==> config.mk <==
export PLATFORM = sky130hd
export DESIGN_NAME = uart_recv
export DESIGN_NICKNAME = d
export VERILOG_FILES = /design/src/rtl/uart_recv.sv
export SDC_FILE = /design/constraint.sdc
export NUM_CORES = 1
export LEC_CHECK = 0
export BUFFER_PORTS_ARGS = -buffer_cell sky130_fd_sc_hd__buf_2
export CORE_ASPECT_RATIO = 2
export CORE_UTILIZATION = 40
export CTS_BUF_LIST = sky130_fd_sc_hd__clkbuf_8
export CTS_CLUSTER_SIZE = 20
export DETAILED_ROUTE_END_ITERATION = 10
export PLACE_DENSITY_LB_ADDON = 0.05
export SLEW_MARGIN = 10
export SYNTH_ARGS = -nofsm -noshare
export SYNTH_HDL_FRONTEND = slang
export SYNTH_SLANG_ARGS = --single-unit
==> constraint.sdc <==
create_clock -name clk -period 2.85 [get_ports clk]
set_input_delay 0.57 -clock clk [delete_from_list [all_inputs] [get_ports clk]]
set_output_delay 0.57 -clock clk [all_outputs]
set_load 0.05 [all_outputs]
==> src/rtl/uart_recv.sv <==
// uart_recv -- 8N1 UART receiver with 2-flop input synchronizer.
//
// Receives LSB-first 8-bit frames: one start bit, eight data bits and
// one stop bit. Each bit is sampled in its centre. The start bit is
// confirmed half a bit period after the falling edge. After that, each
// later sample is taken a full bit period after the previous one.
//
// Optional feature macro: UART_RX_FRAME_ERR_EN
//   When defined, a low stop sample is treated as a framing error. In
//   that case RX_Frame_Err pulses, RX_DV stays low and RX_BYTE is not
//   updated.
//   When undefined, the RX_Frame_Err port does not exist. Every frame
//   then updates RX_BYTE and pulses RX_DV, whatever the stop sample.
//
// Parameters
//   CLKS_PER_BITS  clocks per bit period (4..65535), default 217
//                  (25 MHz / 115200 baud)
// Ports
//   clk           rising-edge clock
//   rst_n         asynchronous active-low reset
//   RX_serial     serial input line, idles high
//   RX_DV         one-cycle pulse: RX_BYTE holds a freshly received byte
//   RX_BYTE       last accepted byte; holds until the next accepted frame
//   RX_Active     high from the confirmed start bit until the stop sample
//   RX_Frame_Err  one-cycle pulse on a low stop sample (macro builds only)

module uart_recv #(
    parameter int CLKS_PER_BITS = 217
) (
    input  logic       clk,
    input  logic       rst_n,
    input  logic       RX_serial,
    output logic       RX_DV,
    output logic [7:0] RX_BYTE,
    output logic       RX_Active
`ifdef UART_RX_FRAME_ERR_EN
    ,
    output logic       RX_Frame_Err
`endif
);

    localparam logic [15:0] LAST = 16'(CLKS_PER_BITS - 1);
    localparam logic [15:0] HALF = 16'((CLKS_PER_BITS - 1) / 2);

    typedef enum logic [2:0] {
        IDLE      = 3'd0,
        START_BIT = 3'd1,
        DATA_BITS = 3'd2,
        STOP_BITS = 3'd3,
        CLEAN_UP  = 3'd4
    } state_t;

    state_t      state;
    logic [15:0] counter;
    logic [2:0]  bit_index;
    logic [7:0]  shift;
    logic        sync1;
    logic        rx_s;
    // Set by a low stop sample. While it is set, IDLE waits for the line
    // to go high again before it looks for a start bit. Without it, a
    // line held low would be taken as an endless run of 0x00 frames.
    logic        wait_high;

    // Both synchronizer flops reset to the idle (high) level. As a
    // result, rx_s cannot show a low level until the second edge after
    // reset is released.
    always_ff @(posedge clk or negedge rst_n) begin
        if (!rst_n) begin
            sync1 <= 1'b1;
            rx_s  <= 1'b1;
        end else begin
            sync1 <= RX_serial;
            rx_s  <= sync1;
        end
    end

    always_ff @(posedge clk or negedge rst_n) begin
        if (!rst_n) begin
            state        <= IDLE;
            counter      <= 16'd0;
            bit_index    <= 3'd0;
            shift        <= 8'h00;
            RX_BYTE      <= 8'h00;
            RX_DV        <= 1'b0;
            RX_Active    <= 1'b0;
            wait_high    <= 1'b0;
`ifdef UART_RX_FRAME_ERR_EN
            RX_Frame_Err <= 1'b0;
`endif
        end else begin
            // Pulse outputs default low; they are raised only on the
            // stop-sample edge.
            RX_DV        <= 1'b0;
`ifdef UART_RX_FRAME_ERR_EN
            RX_Frame_Err <= 1'b0;
`endif
            case (state)
                IDLE: begin
                    counter   <= 16'd0;
                    bit_index <= 3'd0;
                    if (wait_high) begin
                        if (rx_s)
                            wait_high <= 1'b0;
                    end else if (!rx_s) begin
                        state <= START_BIT;
                    end
                end

                START_BIT: begin
                    if (counter == HALF) begin
                        counter <= 16'd0;
                        if (!rx_s) begin
                            RX_Active <= 1'b1;
                            state     <= DATA_BITS;
                        end else begin
                            // The line went high again: this was a glitch,
                            // not a start bit.
                            state <= IDLE;
                        end
                    end else begin
                        counter <= counter + 16'd1;
                    end
                end

                DATA_BITS: begin
                    if (counter == LAST) begin
                        counter          <= 16'd0;
                        shift[bit_index] <= rx_s;
                        if (bit_index == 3'd7) begin
                            bit_index <= 3'd0;
                            state     <= STOP_BITS;
                        end else begin
                            bit_index <= bit_index + 3'd1;
                        end
                    end else begin
                        counter <= counter + 16'd1;
                    end
                end

                STOP_BITS: begin
                    if (counter == LAST) begin
                        counter   <= 16'd0;
                        RX_Active <= 1'b0;
                        state     <= CLEAN_UP;
                        if (!rx_s)
                            wait_high <= 1'b1;
`ifdef UART_RX_FRAME_ERR_EN
                        if (rx_s) begin
                            RX_BYTE <= shift;
                            RX_DV   <= 1'b1;
                        end else begin
                            RX_Frame_Err <= 1'b1;
                        end
`else
                        RX_BYTE <= shift;
                        RX_DV   <= 1'b1;
`endif
                    end else begin
                        counter <= counter + 16'd1;
                    end
                end

                CLEAN_UP: begin
                    // A single-cycle gap that ignores the line. A start
                    // bit arriving here is picked up once back in IDLE.
                    counter <= 16'd0;
                    state   <= IDLE;
                end

                default: begin
                    counter   <= 16'd0;
                    bit_index <= 3'd0;
                    RX_Active <= 1'b0;
                    state     <= IDLE;
                end
            endcase
        end
    end

endmodule

# == After elaboration in Yosys (flattened, before gate mapping) ==
# Index checks and enable logic that the tools add are counted.
# classes
n_lt_le_gt_ge,2
reduce_logical,12
bitwise,2
eq_ne,15
addsub,2
n_mux,27
# op_table
op,n
$mux W16,2
$pmux W16 S2,1
$mux W3,8
$add A16 B1 Y16 const B,1
$eq A16 B7 Y1 const B,1
$eq A16 B8 Y1 const B,1
$ne A2 B2 Y1 const B,8
$pmux W3 S4,1
$mux W1,9
$bwmux W8,1
$eq A3 B2 Y1 const B,2
$eq A3 B3 Y1 const B,2
$pmux W3 S2,1
$reduce_and A2 Y1,3
$reduce_and A6 Y1,1
$reduce_or A3 Y1,2
$lt A3 B4 Y1 const B,1
$reduce_and A4 Y1,1
$add A3 B1 Y3 const B,1
$demux W1 S3,1
$eq A3 B1 Y1 const B,1
$ge A3 B1 Y1 const B,1
$logic_not A3 Y1,1
$pmux W1 S3,1
7 further kinds,8
# totals
out_inout_bits,10
ff_bits,43

# == Depth between registers and ports, before layout ==
# depth
depth_word,5
ltp_mapped,7
mapped_depth_nobuf,6

# == Worst setup path before layout ==
# Ideal clock, no wire load.
# synth_path
path_type,reg-to-reg
startpoint,register counter[12]
endpoint,register shift[0]
required_time_ns,2.722
arrival_time_ns,2.138
setup_slack_ns,0.584
setup_time_ns,0.128
stages_incl_launch_ff,7
path_buffers,2
cell_sequence,dfrtp_1 or4_4 buf_6 or3_4 buf_6 nor4_1 mux2_1
# synth_between
elab_chain_len,2
# synth_lines
item,line_no,source
start: declaration,54,logic [15:0] counter;
start signal: assignment,121,counter <= counter + 16'd1;
start signal: assignment,136,counter <= counter + 16'd1;
start signal: assignment,159,counter <= counter + 16'd1;
$eq A16 B8 Y1,126,if (counter == LAST) begin
$reduce_and A2 Y1 (no source line),-,
end signal: indexed assignment,128,shift[bit_index] <= rx_s;
end: declaration,56,logic [7:0] shift;
# No other way between the ends.
# A chain may end at the register's enable or synchronous reset.

# == Worst setup path after layout ==
# layout_path
startpoint,register counter[9]
endpoint,register shift[4]
# Same word-level chain as after synthesis.

==> flow_summary.json <==
{
  "wl_mm": 4.622,
  "regArea_sq_um": 1079,
  "worstReg2RegEnd": "shift[4]$_DFFE_PN0P_",
  "yosys_warnings": 0,
  "rsz0062_at_grt": "false",
  "synth_top_area_cell": "dfrtp_1",
  "final_common_cell": "dfrtp_1",
  "dieArea_sq_um": 5869,
  "pin_count": 13,
  "cts_setup_buffers": 0,
  "clock.fmax_mhz": 430.6,
  "clock_path_buffers": 2,
  "use_met2_pct": 33.73,
  "power.density_nw_per_um2": 462.4,
  "ir_worst_vdd_mv": 0.4275,
  "hold_violations": 0,
  "crit_required_ns": 3.04,
  "arrival_ns": 2.51,
  "start_util_pct": 41.31,
  "grt_pass1_vias": 1652,
  "nets": 225,
  "synthTopCellsByArea": "dfrtp_1 46%, mux2_2 5.1%, nand4_1 3.7%",
  "track_usage_pct": 18.31,
  "htreeDepth": 2,
  "gr-usage-met1_pct": 17.50,
  "p_total_mw": 1.110,
  "hold_buffers": 0,
  "tightest_slew_ns": 0.9268,
  "crit_path_end_kind": "register",
  "slew-limit-headroom_pct": 38.22,
  "drive_above_1_share_pct": 18.26,
  "r2r_slack_ns": 0.53,
  "drtPass1Iterations": 4,
  "die_height_um": 107.3,
  "routabilityCongestion": 0.7951,
  "grt_pass1_wl_mm": 7.679,
  "path_clk_slew_ns": 0.09,
  "holdCritPathClass": "register to register",
  "area_growth_pct": 8.173,
  "design_area_sq_um": 2401,
  "worstRegToRegCells": 4,
  "setup_ws_ns": 0.5279,
  "cap_violations": 0,
  "buffer_ports.inserted": 12,
  "cts_tree": "yes",
  "detail-route-antenna-nets": 0,
  "synth_cell_types": 41,
  "core_region_area_sq_um": 5373,
  "num_rows": 38,
  "vias": 1624,
  "use_met3_pct": 3.249,
  "min_to": "rx_s$_DFF_PN1_",
  "cts_root_buffer": "clkbuf_8",
  "most-common-layout-cells": "41 x dfrtp_1, 17 x nor2_1, 13 x nand4_1, 12 x nand2_1, 12 x buf_2",
  "overflow": 0,
  "critical_path.max_fanout": 7,
  "ys_ff_latch": 43,
  "seq_area_frac_synth_pct": 48.59,
  "hpwl_mm": 3.452,
  "avgSynthCellArea_sq_um": 10.47,
  "busiest_layer": "met2",
  "vias_per_cell": 5.821,
  "wire_per_inst_um": 16.57,
  "slowest_delay_ns": 0.66,
  "period_needed_ns": 2.322,
  "hold_path.startpoint": "sync1$_DFF_PN1_",
  "die_x_um": 54.68,
  "synth.top_cell.area_share_pct": 46.22,
  "setup_viol": 0,
  "syn_area_sq_um": 2220,
  "outcome": "completed",
  "synthCells": 212,
  "critPathKind": "register to register",
  "clk_latency_ns": 0.30,
  "critPathSlowestCell": "or4_1",
  "cts_made_buffers": 5,
  "worstSetupStartpointType": "register",
  "placed_area_sq_um": 2283,
  "clock_sinks": 43,
  "syn_nets": 219,
  "first_iter_violations": 33,
  "post-route-drc-count": 0,
  "grt_max_degree": 44,
  "antenna_found_initial": 0,
  "leakagePower_nw": 1.125,
  "fill_cells": 524,
  "multi_input_area_sq_um": 1040,
  "path_cells": "or4_1 > or3_4 > nor4_1 > mux2_1",
  "maxSlewViolCount": 0,
  "skew_ns": 0.01152,
  "post-route-period-util_pct": 81.48,
  "holdPathStages": 0,
  "hold_ws_ns": 0.3610,
  "num_antenna_cells": 0,
  "setup_tns_ns": 0,
  "reg2reg_from": "counter[9]$_DFF_PN0_",
  "dp_slack_ns": 0.5395,
  "cts_resized": 0
}
## critical path, delay by kind of cell (launching register included)
| kind | cells | cell delay (ns) |
|---|---|---|
| mux | 1 | 0.36 |
| flops | 1 | 0.45 |
| simple gates | 3 | 1.41 |
## kinds of logic after synthesis
| logic type | share of synthesized area (%) |
|---|---|
| DFF | 48.59 |
| muxes | 8.117 |
| adders and majority gates | 2.255 |
| AOI/OAI and AO/OA | 5.807 |
| xor gates and xnor gates | 5.130 |
| buffers and inverters | 4.566 |
| and+or+nand+nor | 25.54 |
## report_power, final
group / switching [mW] / leakage (nW) / internal, mW
combinational: 0.0123 / 0.485 / 0.00162
sequential: 0.00258 / 0.579 / 0.612
clock: 0.198 / 0.0612 / 0.283
total: 0.213 / 1.13 / 0.897
## area by class of cell
| class | instances | share of cell area [%] |
|---|---|---|
| well taps | 60 | 3.127 |
| clock buffers | 6 | 3.439 |
| repair buffers | 13 | 2.814 |
| clock inverters | 2 | 1.459 |
| multi-input cells | 149 | 43.30 |
| inverters | 6 | 0.9380 |
| flip-flops and latches | 43 | 44.92 |
## worst max path at each step
stage                                from                   end  slack [ns]
finish               counter[9]$_DFF_PN0_  shift[4]$_DFFE_PN0P_        0.53
global route         counter[9]$_DFF_PN0_  shift[3]$_DFFE_PN0P_        0.38
CTS                  counter[9]$_DFF_PN0_  shift[3]$_DFFE_PN0P_        0.53
detailed placement   counter[9]$_DFF_PN0_  shift[3]$_DFFE_PN0P_        0.54
global placement     counter[9]$_DFF_PN0_  shift[3]$_DFFE_PN0P_        0.57
floorplan           counter[12]$_DFF_PN0_  shift[0]$_DFFE_PN0P_        0.58
## Yosys cell counts
master / n
nor4bb_1: 1
a21o_1: 1
mux2_2: 10
nand2_1: 12
a32oi_1: 1
nand3_1: 11
nor4_1: 8
clkinv_1: 1
nor3_1: 9
xnor2_1: 6
or4_1: 1
nand2b_1: 1
xor2_1: 7
nor4_4: 1
or4_4: 1
clkbuf_1: 10
nand4_1: 13
nand4b_1: 1
or3_4: 2
buf_4: 1
o21a_1: 1
or3b_1: 1
nor2_1: 17
dfrtp_1: 41
o21ai_0: 7
mux2_1: 6
dfstp_2: 2
ha_1: 4
a221oi_4: 1
buf_6: 3
and4_2: 1
and4_1: 1
a31oi_1: 1
nor2b_1: 5
o41ai_1: 2
or3b_2: 1
nand3b_1: 2
inv_1: 5
and3_1: 4
a21oi_1: 4
or3_1: 5
## through the flow
stage               util (%)  instances
floorplan                  -        212
global route           44.69        279
global placement       42.50        271
CTS                    44.69        279
detailed placement     42.50        271
finish                 44.69        279
## sequential cells by signal (all words and copies together) (netlist names), 3 cells and up
| register | flops |
|---|---|
| RX_BYTE | 8 |
| bit_index | 3 |
| counter | 16 |
| shift | 8 |
| state | 3 |
## layer usage
metal  wire [um]  vias to the layer above  share of wire [%]
met3         110                       14                2.4
met4         172                        0                3.7
met2        2701                       37                 58
li1            -                      774                  -
met5           0                        -                  0
met1        1637                      799                 35
(Power assumes the default switching activity.)
